`config.mk`:
```
export PLATFORM = sky130hd
export DESIGN_NAME = fp_mult_sched
export DESIGN_NICKNAME = d
export VERILOG_FILES = /design/src/rtl/fp_mult_sched.sv
export SDC_FILE = /design/constraint.sdc
export NUM_CORES = 1
export LEC_CHECK = 0
export CAP_MARGIN = 40
export CORE_AREA = 3 3 197 199
export CTS_CLUSTER_DIAMETER = 30
export DETAILED_ROUTE_END_ITERATION = 16
export DIE_AREA = 0 0 200 202
export PLACE_DENSITY = 0.59
export SLEW_MARGIN = 20
export SYNTH_ARGS = -nofsm -noshare
export SYNTH_HDL_FRONTEND = slang
export SYNTH_SLANG_ARGS = --single-unit
```
`constraint.sdc`:
```
create_clock -name clk -period 2.6 [get_ports clk]
set_clock_uncertainty 0.05 [all_clocks]
set_input_delay 0.52 -clock clk [delete_from_list [all_inputs] [get_ports clk]]
set_output_delay 0.52 -clock clk [all_outputs]
set_load 0.02 [all_outputs]
```
`src/rtl/fp_mult_sched.sv`:
```
// Round-robin scheduler that shares one fixed-latency pipelined FP multiplier core
// among N_REQ requesters, each with one operation in flight and a private result register.
module fp_mult_sched #(
    parameter int WIDTH    = 32,
    parameter int N_REQ    = 4,
    parameter int MULT_LAT = 2
) (
    input  logic                   clk,
    input  logic                   rst,
    input  logic [N_REQ-1:0]       req_valid,
    output logic [N_REQ-1:0]       req_ready,
    input  logic [N_REQ*WIDTH-1:0] req_a,
    input  logic [N_REQ*WIDTH-1:0] req_b,
    input  logic [N_REQ*2-1:0]     req_rnd,
    output logic [WIDTH-1:0]       mult_a,
    output logic [WIDTH-1:0]       mult_b,
    output logic [1:0]             mult_rnd,
    output logic                   mult_issue,
    input  logic [WIDTH-1:0]       mult_result,
    output logic [N_REQ-1:0]       resp_valid,
    input  logic [N_REQ-1:0]       resp_ready,
    output logic [N_REQ*WIDTH-1:0] resp_data,
    output logic                   busy
);

    localparam int PW = (N_REQ > 1) ? $clog2(N_REQ) : 1;

    typedef enum logic [1:0] {
        ST_IDLE     = 2'd0,
        ST_INFLIGHT = 2'd1,
        ST_HOLD     = 2'd2
    } req_state_t;

    logic [PW-1:0]    ptr_reg;
    logic [PW-1:0]    ptr_next;
    logic             started_reg;
    logic [N_REQ-1:0] cand;
    logic [N_REQ-1:0] grant_vec;
    logic [N_REQ-1:0] capture_vec;
    logic             grant_any;
    logic [PW-1:0]    grant_idx;
    logic [MULT_LAT:0] tag_vld_reg;
    logic [PW-1:0]    tag_reg [MULT_LAT+1];
    logic [WIDTH-1:0] mult_a_reg;
    logic [WIDTH-1:0] mult_b_reg;
    logic [1:0]       mult_rnd_reg;
    logic             mult_issue_reg;

    assign cand = req_valid & req_ready;

    // Search upward from the pointer, wrapping modulo N_REQ; first candidate wins.
    always_comb begin
        logic [PW:0] sum;
        grant_any = 1'b0;
        grant_idx = '0;
        grant_vec = '0;
        sum       = '0;
        for (int k = 0; k < N_REQ; k++) begin
            sum = {1'b0, ptr_reg} + (PW+1)'(k);
            if (sum >= (PW+1)'(N_REQ)) begin
                sum = sum - (PW+1)'(N_REQ);
            end
            if (!grant_any && cand[sum[PW-1:0]]) begin
                grant_any = 1'b1;
                grant_idx = sum[PW-1:0];
            end
        end
        if (grant_any) begin
            grant_vec[grant_idx] = 1'b1;
        end
    end

    always_comb begin
        ptr_next = ptr_reg;
        if (grant_any) begin
            ptr_next = (grant_idx == PW'(N_REQ - 1)) ? '0 : grant_idx + PW'(1);
        end
    end

    always_ff @(posedge clk or negedge rst) begin
        if (!rst) begin
            started_reg    <= 1'b0;
            ptr_reg        <= '0;
            mult_issue_reg <= 1'b0;
            mult_a_reg     <= '0;
            mult_b_reg     <= '0;
            mult_rnd_reg   <= '0;
            tag_vld_reg    <= '0;
            for (int k = 0; k <= MULT_LAT; k++) begin
                tag_reg[k] <= '0;
            end
        end else begin
            started_reg    <= 1'b1;
            ptr_reg        <= ptr_next;
            mult_issue_reg <= grant_any;
            if (grant_any) begin
                mult_a_reg   <= req_a[grant_idx*WIDTH +: WIDTH];
                mult_b_reg   <= req_b[grant_idx*WIDTH +: WIDTH];
                mult_rnd_reg <= req_rnd[grant_idx*2 +: 2];
            end
            // Tag pipe mirrors the core latency plus the input register stage.
            tag_vld_reg <= {tag_vld_reg[MULT_LAT-1:0], grant_any};
            tag_reg[0]  <= grant_idx;
            for (int k = 1; k <= MULT_LAT; k++) begin
                tag_reg[k] <= tag_reg[k-1];
            end
        end
    end

    always_comb begin
        capture_vec = '0;
        if (tag_vld_reg[MULT_LAT]) begin
            capture_vec[tag_reg[MULT_LAT]] = 1'b1;
        end
    end

    genvar gi;
    generate
        for (gi = 0; gi < N_REQ; gi++) begin : g_req
            req_state_t       state_reg;
            req_state_t       state_next;
            logic [WIDTH-1:0] data_reg;

            always_ff @(posedge clk or negedge rst) begin
                if (!rst) begin
                    state_reg <= ST_IDLE;
                    data_reg  <= '0;
                end else begin
                    state_reg <= state_next;
                    if (capture_vec[gi]) begin
                        data_reg <= mult_result;
                    end
                end
            end

            always_comb begin
                state_next = state_reg;
                case (state_reg)
                    ST_IDLE:     if (grant_vec[gi])   state_next = ST_INFLIGHT;
                    ST_INFLIGHT: if (capture_vec[gi]) state_next = ST_HOLD;
                    ST_HOLD:     if (resp_ready[gi])  state_next = ST_IDLE;
                    default:                          state_next = ST_IDLE;
                endcase
            end

            // started_reg keeps req_ready low until the first edge after reset release.
            assign req_ready[gi]                  = started_reg && (state_reg == ST_IDLE);
            assign resp_valid[gi]                 = (state_reg == ST_HOLD);
            assign resp_data[gi*WIDTH +: WIDTH]   = data_reg;
        end
    endgenerate

    assign mult_a     = mult_a_reg;
    assign mult_b     = mult_b_reg;
    assign mult_rnd   = mult_rnd_reg;
    assign mult_issue = mult_issue_reg;
    assign busy       = mult_issue_reg | (|tag_vld_reg);

endmodule

```
Word level (Yosys, flattened, before mapping)

Index checks and enable logic that the tools add are counted.

Register bits after elaboration: 215
Bits in latches: 0
Bits in writable memories: 0
Bits in read-only memories: 0
Output and inout bits: 204
Word-level logic and storage cells: 128
Memories kept: 0

Add/subtract/negate cells: 8
Multipliers: 0
Divide/modulo/power cells: 0
Magnitude comparators: 12
Equality and inequality tests: 21
Shift operators: 3
Mux-type cells: 43
Bitwise gates (word level): 2
Reduce and logical (&&, ||, !) cells: 21

Operators with widths:

| cell                | number |
|---|---|
| $shiftx 128x8->32   | 2 |
| $mux 2              | 21 |
| $pmux 2 s3          | 4 |
| $lt 2x3->1 const B  | 6 |
| $ne 2x2->1 const B  | 8 |
| $reduce_and 3->1    | 4 |
| $eq 2x2->1 const B  | 5 |
| $mux 1              | 10 |
| $ge 3x3->1 const B  | 3 |
| $logic_and 1x1->1   | 9 |
| $bmux 1 s2          | 4 |
| $eq 2x1->1 const B  | 4 |
| $logic_not 2->1     | 4 |
| $mux 4              | 2 |
| $ne 2x1->1 const B  | 4 |
| $shiftx 8x4->2      | 1 |
| $sub 2x1->2 const B | 4 |
| $add 2x2->3 const B | 2 |
| $and 4x4->4         | 1 |
| $demux 1 s2         | 2 |
| $ge 2x1->1 const B  | 2 |
| $add 2x1->3 const B | 1 |
| $ge 2x3->1 const B  | 1 |
| $logic_not 1->1     | 3 |
| other kinds (3)     | 3 |

Depth between registers and ports, before layout

Gate-level depths: netlist of the first run.

Word-level depth: 22
Gate-level depth with buffers: 10
Gate-level depth less buffers: 7

Worst setup path after synthesis of the first run

OpenSTA, ideal clock, no wires.

Kind: input to register
From: in req_valid[1]
To: reg ptr_reg[1]
Arrival time: 2016 ps
Required time: 2416 ps
Path slack: 400 ps
Stages: 10
Buffers on the path: 3
Cells stage by stage: nor4bb_1 -> buf_2 -> buf_2 -> a21oi_1 -> o21ai_2 -> buf_2 -> inv_1 -> ha_1 -> nand2_1 -> o21ai_0

Cells in the longest elaborated chain, start to end: 15
Elaborated cells between the ends (all ways): 26

RTL lines:

| element                                          | line | source |
|---|---|---|
| from (decl)                                      | 10   | `input logic [N_REQ-1:0] req_valid,` |
| $and 4x4->4 *                                    | 49   | `assign cand = req_valid & req_ready;` |
| $bmux 1 s2                                       | 63   | `if (!grant_any && cand[sum[PW-1:0]]) begin` |
| $mux 1 (implied by the code)                     | 63   |  |
| $mux 1                                           | 63   |  |
| $logic_not 1->1                                  | 63   |  |
| $logic_and 1x1->1                                | 63   |  |
| $mux 1                                           | 63   |  |
| $logic_not 1->1                                  | 63   |  |
| $logic_and 1x1->1                                | 63   |  |
| $mux 1                                           | 63   |  |
| $logic_not 1->1                                  | 63   |  |
| $logic_and 1x1->1                                | 63   |  |
| $mux 2                                           | 63   |  |
| $add 2x1->2 / $eq 2x2->1 (equally long branches) | 76   | `ptr_next = (grant_idx == PW'(N_REQ - 1)) ? '0 : grant_idx + PW'(1);` |
| $mux 2                                           | 76   |  |
| to (signal assigned)                             | 94   | `ptr_reg <= ptr_next;` |
| to (decl)                                        | 34   | `logic [PW-1:0] ptr_reg;` |

Every way passes the cells marked *; elsewhere a longest branch is shown, timed or not. The select of a mux whose other input is x is not followed.
A chain may end at the register's enable or synchronous reset.

Worst setup path in the final report of the first run

From: reg g_req[3].state_reg[1]
To: out resp_valid[3]

Cells in the longest elaborated chain, start to end: 1

RTL lines:

| element                | line | source |
|---|---|---|
| from (decl)            | 120  | `req_state_t state_reg;` |
| from (signal assigned) | 129  | `state_reg <= state_next;` |
| $eq 2x2->1             | 148  | `assign resp_valid[gi] = (state_reg == ST_HOLD);` |
| to (decl)              | 20   | `output logic [N_REQ-1:0] resp_valid,` |

No other way between the ends.

==> results of run 1 <==
[cell type report]
type	count	share of cell area [%]
clock inverter	40	2.64
timing repair buffer	562	31.4
inverter	7	0.145
clock buffer	68	8.47
sequential	214	29.5
multi-input combinational	649	24.3
antenna	4	0.0551
tap	511	3.52
[metrics by stage]
step | instances | cell area [um^2] | util [%]
floorplan | 955 | 10100 | -
detailed placement | 1942 | 16100 | 43.2
global placement | 1942 | 16100 | 43.2
global route | 2055 | 18200 | 48.6
finish | 2055 | 18200 | 48.6
CTS | 2051 | 18200 | 48.6
[cell usage in the layout, fill, tap and decap left out, types with 3 or more instances in the layout]
master / n
nor2_1: 70
clkbuf_8: 5
nand2_1: 138
nand2b_1: 4
clkinvlp_4: 6
a311oi_1: 66
nor3b_1: 4
buf_12: 17
nor2b_1: 3
clkbuf_16: 58
clkbuf_1: 5
diode_2: 4
nand4bb_1: 3
dfrtp_1: 214
dlygate4sd2_1: 4
a21oi_1: 70
bufinv_16: 8
clkdlybuf4s50_1: 503
a211oi_1: 66
nand3b_1: 3
o21ai_0: 73
clkinv_4: 4
clkinv_2: 17
inv_1: 6
mux2_2: 128
buf_4: 35
[repair_timing]
item                                    CTS  global route
endpoints found under the setup margin    4             1
pin swaps                                 0             0
buffers inserted                          0             0
gates cloned                              0             0
endpoints found under the hold margin    75             0
hold buffers                              1             0
resized for setup                         4             1
[power by group through the flow]
stage / logic, mW / registers [mW] / clock network, mW
2_1_floorplan: 3.66 / 7.78 / 0
3_3_place_gp: 11.1 / 5.97 / 0
3_5_place_dp: 11.1 / 6.03 / 0
4_1_cts: 11.1 / 6.02 / 7.38
5_1_grt: 11.7 / 6.21 / 7.58
6_report: 11.0 / 6.00 / 7.25
[layer usage]
metal | vias to the layer above | wire, um
met5 | - | 27
met3 | 86 | 4070
li1 | 4593 | -
met1 | 4925 | 16300
met4 | 4 | 1290
met2 | 493 | 20700
[path summary, 6_finish.rpt]
kind | end | cells past startpoint
worst max-delay path | resp_valid[3] | 2
max in group asynchronous | g_req[2].data_reg[2] | 3
worst min-delay path | tag_reg[0] | 0
worst min register to register | tag_reg[0] | 0
min in group asynchronous | g_req[1].data_reg[14] | 2
worst max register to register | mult_b[2] | 8
[cell families after synthesis]
group           after synthesis  synth area share, %
compound gates              284                 18.7
simple gates                235                 9.78
flops                       214                 53.2
mux                         128                 14.3
buf+inv                      92                 3.89
fa+ha+maj                     1                0.124
other cells                   1               0.0372
==> summary.txt, run 1 <==
Status
  – Status: completed

Die
  – Full die area: 0.0404 mm^2
  – Core area: 0.0374 mm^2
  – Die height: 202 um
  – Die W: 200 um
  – Row Count: 71
  – Initial Util: 26.9%
  – I/O Pins: 510

Synthesis
  – Prevailing post-synth register cell: dfrtp_1
  – Yosys reg bits: 214
  – Syn Std Cell Area: 0.0101 mm^2
  – Cell count after synthesis: 955
  – Most common cell in the netlist: dfrtp_1
  – Number of flops mapped to enable cells by yosys: 0
  – Post-synth top cells: 214 x dfrtp_1, 138 x nand2_1, 128 x mux2_2, 73 x o21ai_0
  – Sequential-to-total area share from yosys stat: 53.2%
  – Syn Area/Cell: 10.5 um^2
  – Yosys cell types: 35
  – Yosys top cell area share: 53.2%
  – Yosys warns: 0
  – Async S/R FF share, synth: 100%
  – Synth top area cells: dfrtp_1 53%, mux2_2 14%, a311oi_1 5.7%
  – Synthesized Nets: 1262
  – Area leader, netlist: dfrtp_1

Global routing
  – GRT met2 Usage: 34.0%
  – GR Util met3: 6.83%
  – Largest net degree at the start of global routing: 82
  – GRT Total Usage: 20.1%
  – GRT busiest layer: met2
  – Vias in the first global route: 10600
  – GR Overflow Total: 0
  – Initial antenna violation count: 7
  – First-pass GRT wire length: 63200 um
  – M1 GR Usage: 23.8%

Pwr
  – Internal: 15.4 mW
  – Clock power share: 29.9%
  – Switch Pwr: 8.92 mW
  – Pwr dens: 1340 mW/mm^2
  – Final Power: 24.3 mW
  – Comb power frac: 45.4%
  – Max rail drop VDD: 0.573 mV
  – Sequential share of power: 24.7%
  – Sw Share: 36.7%
  – Pleak: 7.24 nW

STA
  – RSZ-0062 raised after global routing: no
  – Post-Route Setup TNS: 0 ns
  – Final worst slack: 0.141 ns
  – Fin. Hold Viols: 0
  – Final period util: 94.6%
  – Slew headroom: 57.2%
  – Min Tclk post-route: 2.46 ns
  – Worst-Margin Slew: 0.642 ns
  – Slew Viols, Final: 0
  – FMAX: 407 MHz
  – Hold WS: 0.295 ns
  – Setup Viol. Count Final: 0

Routing
  – Starting DRT DRC Count: 438
  – Residual DRC: 0
  – Final ANT Viol Nets: 0
  – Post-DR vias/cell: 4.92
  – TritonRoute pass-1 iters: 5
  – Via count of the routed design: 10100
  – Routed WL: 42300 um
  – WL/cell: 20.6 um

Critical path
  – CP max stage delay: 0.69 ns
  – Reg2reg start: started_reg
  – CP delay by family, top: buffers and inverters
  – Flop-to-flop setup slack: 0.22 ns
  – Crit path arrival time: 1.89 ns
  – CP cell instances: nor2b_1 > clkdlybuf4s50_1
  – Critical path class: reg -> out
  – Crit. End Element: output port
  – Critical Path RT: 2.03 ns
  – Worst Setup Start Kind: flop
  – Crit-path slowest cell: clkdlybuf4s50_1
  – Crit. Startpoint: g_req[3].state_reg[1]
  – Critical-path maximum fanout: 6
  – Worst path bufs/invs: 1

Finish
  – Nets: 1799
  – Layout filler cell count: 3447
  – Area of the multi-input gates: 0.00442 mm^2
  – FF/Latch Area: 0.00536 mm^2
  – Share of cells above drive strength 1: 19.2%
  – P&R area growth vs syn: 80.5%
  – Largest register FFs: 128

Clocking
  – CTS tree: done
  – CTS Buf Count: 58
  – CTS Sinks: 214
  – CTS Root Cell: clkbuf_16
  – Clock H-tree levels: 2
  – Clock Latency Late Sink: 0.57 ns
  – CTS Buffer Depth: 3
  – Clock Pin Slew Worst Setup and Hold Paths: 0.05 ns

Hold path
  – Worst hold start: tag_reg[2]
  – Hold Path Class: reg -> reg

Place
  – Routability cong.: 0.885
  – Port bufs: 509
  – Final HPWL DP: 30600 um
  – Placement Setup Slack: -0.243 ns

Job
  – Total of max-cap violations: 0
No activity file was read; power rests on OpenSTA's default activity.
==> inputs of run 2 (changes only) <==
--- a/config.mk
+++ b/config.mk
@@ -6,11 +6,12 @@
 export NUM_CORES = 1
 export LEC_CHECK = 0
 export CAP_MARGIN = 40
-export CORE_AREA = 3 3 197 199
+export CORE_AREA = 3 3 200 202
 export CTS_CLUSTER_DIAMETER = 30
 export DETAILED_ROUTE_END_ITERATION = 16
-export DIE_AREA = 0 0 200 202
-export PLACE_DENSITY = 0.59
+export DIE_AREA = 0 0 203 205
+export DONT_BUFFER_PORTS = 1
+export PLACE_DENSITY = 0.4
 export SLEW_MARGIN = 20
 export SYNTH_ARGS = -nofsm -noshare
 export SYNTH_HDL_FRONTEND = slang
==> run 2 against run 1 <==
The flow now finishes with violations (hold timing). Final area fell by 27%. Non-clock buffer count down 523. Count of clock-buffer cells in the layout increased by 29. Cell count decreased by 24%. Combinational power down 54%.
==> summary.txt, run 2 (synthesized netlist as in run 1, its figures left out) <==
Status
  – Status: complete, but fails checks
  – Failing checks: hold timing

Finish
  – Largest register FFs: 128 (unchanged)
  – Nets: 1285 (-29%)
  – FF/Latch Area: 0.00536 mm^2 (unchanged)
  – Layout filler cell count: 3898 (+13%)
  – Commonest non-fill, non-tap cells in the layout: 214 x dfrtp_1, 138 x nand2_1, 128 x mux2_2, 73 x o21ai_0
  – Commonest non-fill, non-tap cell in the layout: dfrtp_1
  – Post-route insts no fill: 1553 (-24%)
  – Area of the multi-input gates: 0.00442 mm^2 (+0.11%)
  – P&R area growth vs syn: 32.2%
  – Share of cells above drive strength 1: 28.3% (+9.1 points)

STA
  – Hold WS: -0.386 ns (-0.681 ns)
  – Setup Viol. Count Final: 0 (unchanged)
  – Final worst slack: 0.235 ns (+0.0937 ns)
  – Slew headroom: 56.4% (-0.75 points)
  – Fin. Hold Viols: 214 (+214)
  – Final period util: 91.0% (-3.6 points)
  – RSZ-0062 raised after global routing: no
  – Min Tclk post-route: 2.37 ns (-0.0937 ns)
  – Slew Viols, Final: 0 (unchanged)
  – FMAX: 423 MHz (+4.0%)
  – Worst-Margin Slew: 0.652 ns (+0.00994 ns)
  – Post-Route Setup TNS: 0 ns (unchanged)

Place
  – Port bufs: 0 (-100%)
  – Dpl cells: 1427 (-27%)
  – Final HPWL DP: 26600 um (-13%)
  – Routability cong.: 0.788 (-11%)
  – Placement Setup Slack: 0.160 ns (+0.404 ns)

Global routing
  – GRT busiest layer: met2
  – Vias in the first global route: 8559 (-19%)
  – Initial antenna violation count: 4 (-3)
  – GR Util met3: 7.83% (+1.0 points)
  – M1 GR Usage: 19.0% (-4.7 points)
  – First-pass GRT wire length: 55700 um (-12%)
  – GR Overflow Total: 0 (unchanged)
  – GRT Total Usage: 17.6% (-2.6 points)
  – GRT met2 Usage: 30.0% (-4.0 points)
  – Largest net degree at the start of global routing: 215 (+160%)

Die
  – Full die area: 0.0416 mm^2 (+3.0%)
  – I/O Pins: 510 (unchanged)
  – Die W: 203 um (+1.5%)
  – Row Count: 72 (+1.4%)
  – Die height: 205 um (+1.5%)
  – Core area: 0.0385 mm^2 (+2.9%)
  – Initial Util: 26.2% (-0.75 points)

Critical path
  – Critical-path maximum fanout: 61 (+55)
  – Crit. End Element: flop
  – Worst Setup Start Kind: flop
  – Crit path arrival time: 2.74 ns (+0.85 ns)
  – CP cell instances: nor4bb_4 > o221ai_4 > a21o_4 > buf_12 > buf_12 > a211oi_1 > a311oi_1
  – Crit-path slowest cell: nor4bb_4
  – Worst path most repeated cell: buf_12
  – Critical Path RT: 2.97 ns (+0.94 ns)
  – Critical path class: reg -> reg
  – CP max stage delay: 0.53 ns (-0.16 ns)

Pwr
  – Pleak: 5.33 nW (-26%)
  – Final Power: 21.7 mW (-10%)
  – Max rail drop VDD: 0.655 mV (+14%)
  – Sequential share of power: 38.7% (+14 points)
  – Clock power share: 38.2% (+8.3 points)
  – Comb power frac: 23.1% (-22 points)
  – Sw Share: 39.1% (+2.4 points)
  – Internal: 13.2 mW (-14%)
  – Switch Pwr: 8.51 mW (-4.6%)
  – Pwr dens: 1630 mW/mm^2 (+22%)

Routing
  – WL/cell: 24.9 um (+21%)
  – Residual DRC: 0 (unchanged)
  – TritonRoute pass-1 iters: 5 (unchanged)
  – Post-DR vias/cell: 5.24 (+6.5%)
  – Via count of the routed design: 8133 (-19%)
  – Starting DRT DRC Count: 437 (-0.23%)
  – Final ANT Viol Nets: 0 (unchanged)
  – Routed WL: 38600 um (-8.7%)

Job
  – Total of max-cap violations: 0 (unchanged)

Hold path
  – Hold Path Class: in -> async

Clocking
  – CTS Buf Count: 67 (+16%)
  – CTS Sinks: 214 (unchanged)
  – CTS Buffer Depth: 3 (unchanged)
  – Clock Latency Late Sink: 0.55 ns (-0.02 ns)
  – CTS tree: done
  – CTS Root Cell: clkbuf_16
  – Clock H-tree levels: 3 (+1)
  – Clock Pin Slew Worst Setup and Hold Paths: 0.04 ns (about the same)
==> run 2: cell count changes in the layout (fill, tap and decap cells not counted), moves of 4 or more <==
| cell | previous run | this run |
|---|---|---|
| clkbuf_16 | 58 | 68 |
| dlygate4sd2_1 | 4 | 0 |
| clkinv_4 | 4 | 0 |
| clkinvlp_4 | 6 | 1 |
| clkbuf_8 | 5 | 19 |
| clkdlybuf4s50_1 | 503 | 0 |
| buf_4 | 35 | 23 |
| clkinv_2 | 17 | 13 |
| clkbuf_1 | 5 | 10 |
==> run 2: cell type report <==
| class | instances | area share (%) |
|---|---|---|
| antenna | 3 | 0.0564 |
| clock buffer | 97 | 15.0 |
| tap | 518 | 4.87 |
| sequential | 214 | 40.2 |
| clock inverter | 26 | 2.69 |
| inverter | 7 | 0.197 |
| multi-input combinational | 649 | 33.2 |
| timing repair buffer | 39 | 3.70 |
==> run 2: stage by stage <==
step                      hold slack (ns)  instance area [um^2]  util [%]
final                              -0.386                 13300      34.6
after global routing               -0.424                 13300      34.6
after CTS                          -0.428                 13300      34.6
after detailed placement            0.179                 10900      28.4
after global placement              0.179                 10900      28.4
after floorplan                     0.174                 10100         -
==> run 2: repair_timing <==
item | in CTS | in global routing
gates resized for setup | 0 | 1
setup endpoints to repair | 0 | 1
setup buffers | 0 | 0
endpoints found under the hold margin | 214 | 214
==> run 2: final timing paths <==
path	start	end	slack, ns	depth (start not counted)
max	g_req[1].state_reg[0]	mult_b[18]	0.23	7
min	rst	g_req[0].data_reg[18]	-0.39	0
max in group asynchronous	rst	mult_b[19]	2.56	0
max reg2reg	g_req[1].state_reg[0]	mult_b[18]	0.23	7
min reg2reg	tag_reg[3]	tag_reg[1]	0.29	0
min in group clk	mult_result[0]	g_req[2].data_reg[0]	0.06	1
==> run 2: per-layer routing <==
layer / share of wire, % / wire length (um)
met3: 11 / 4330
met2: 50 / 19400
met4: 2.6 / 1010
met5: 0.034 / 13
met1: 36 / 13900
==> run 2: worst max-delay path: cells and delay by family, from the launching register on <==
family,cells,cell delay [ns]
and+or+nand+nor,1,0.53
DFF,1,0.44
buffers and inverters,2,0.37
AOI/OAI and AO/OA,4,0.80
==> run 2: power groups by stage <==
stage / combinational [mW] / sequential (mW) / clock (mW)
floorplan: 3.66 / 7.78 / 0
global placement: 5.02 / 8.51 / 0
detailed placement: 5.10 / 8.49 / 0
CTS: 5.10 / 8.47 / 8.49
global route: 5.53 / 8.63 / 8.71
finish: 5.03 / 8.42 / 8.30
==> inputs of run 3 (changes only) <==
--- a/config.mk
+++ b/config.mk
@@ -12,6 +12,7 @@
 export DIE_AREA = 0 0 203 205
 export DONT_BUFFER_PORTS = 1
 export PLACE_DENSITY = 0.4
+export SKIP_CTS_REPAIR_TIMING = 1
 export SLEW_MARGIN = 20
 export SYNTH_ARGS = -nofsm -noshare
 export SYNTH_HDL_FRONTEND = slang
==> results of run 3 <==
Same layout as run 2: the final DEF is identical, and so are final timing and power.
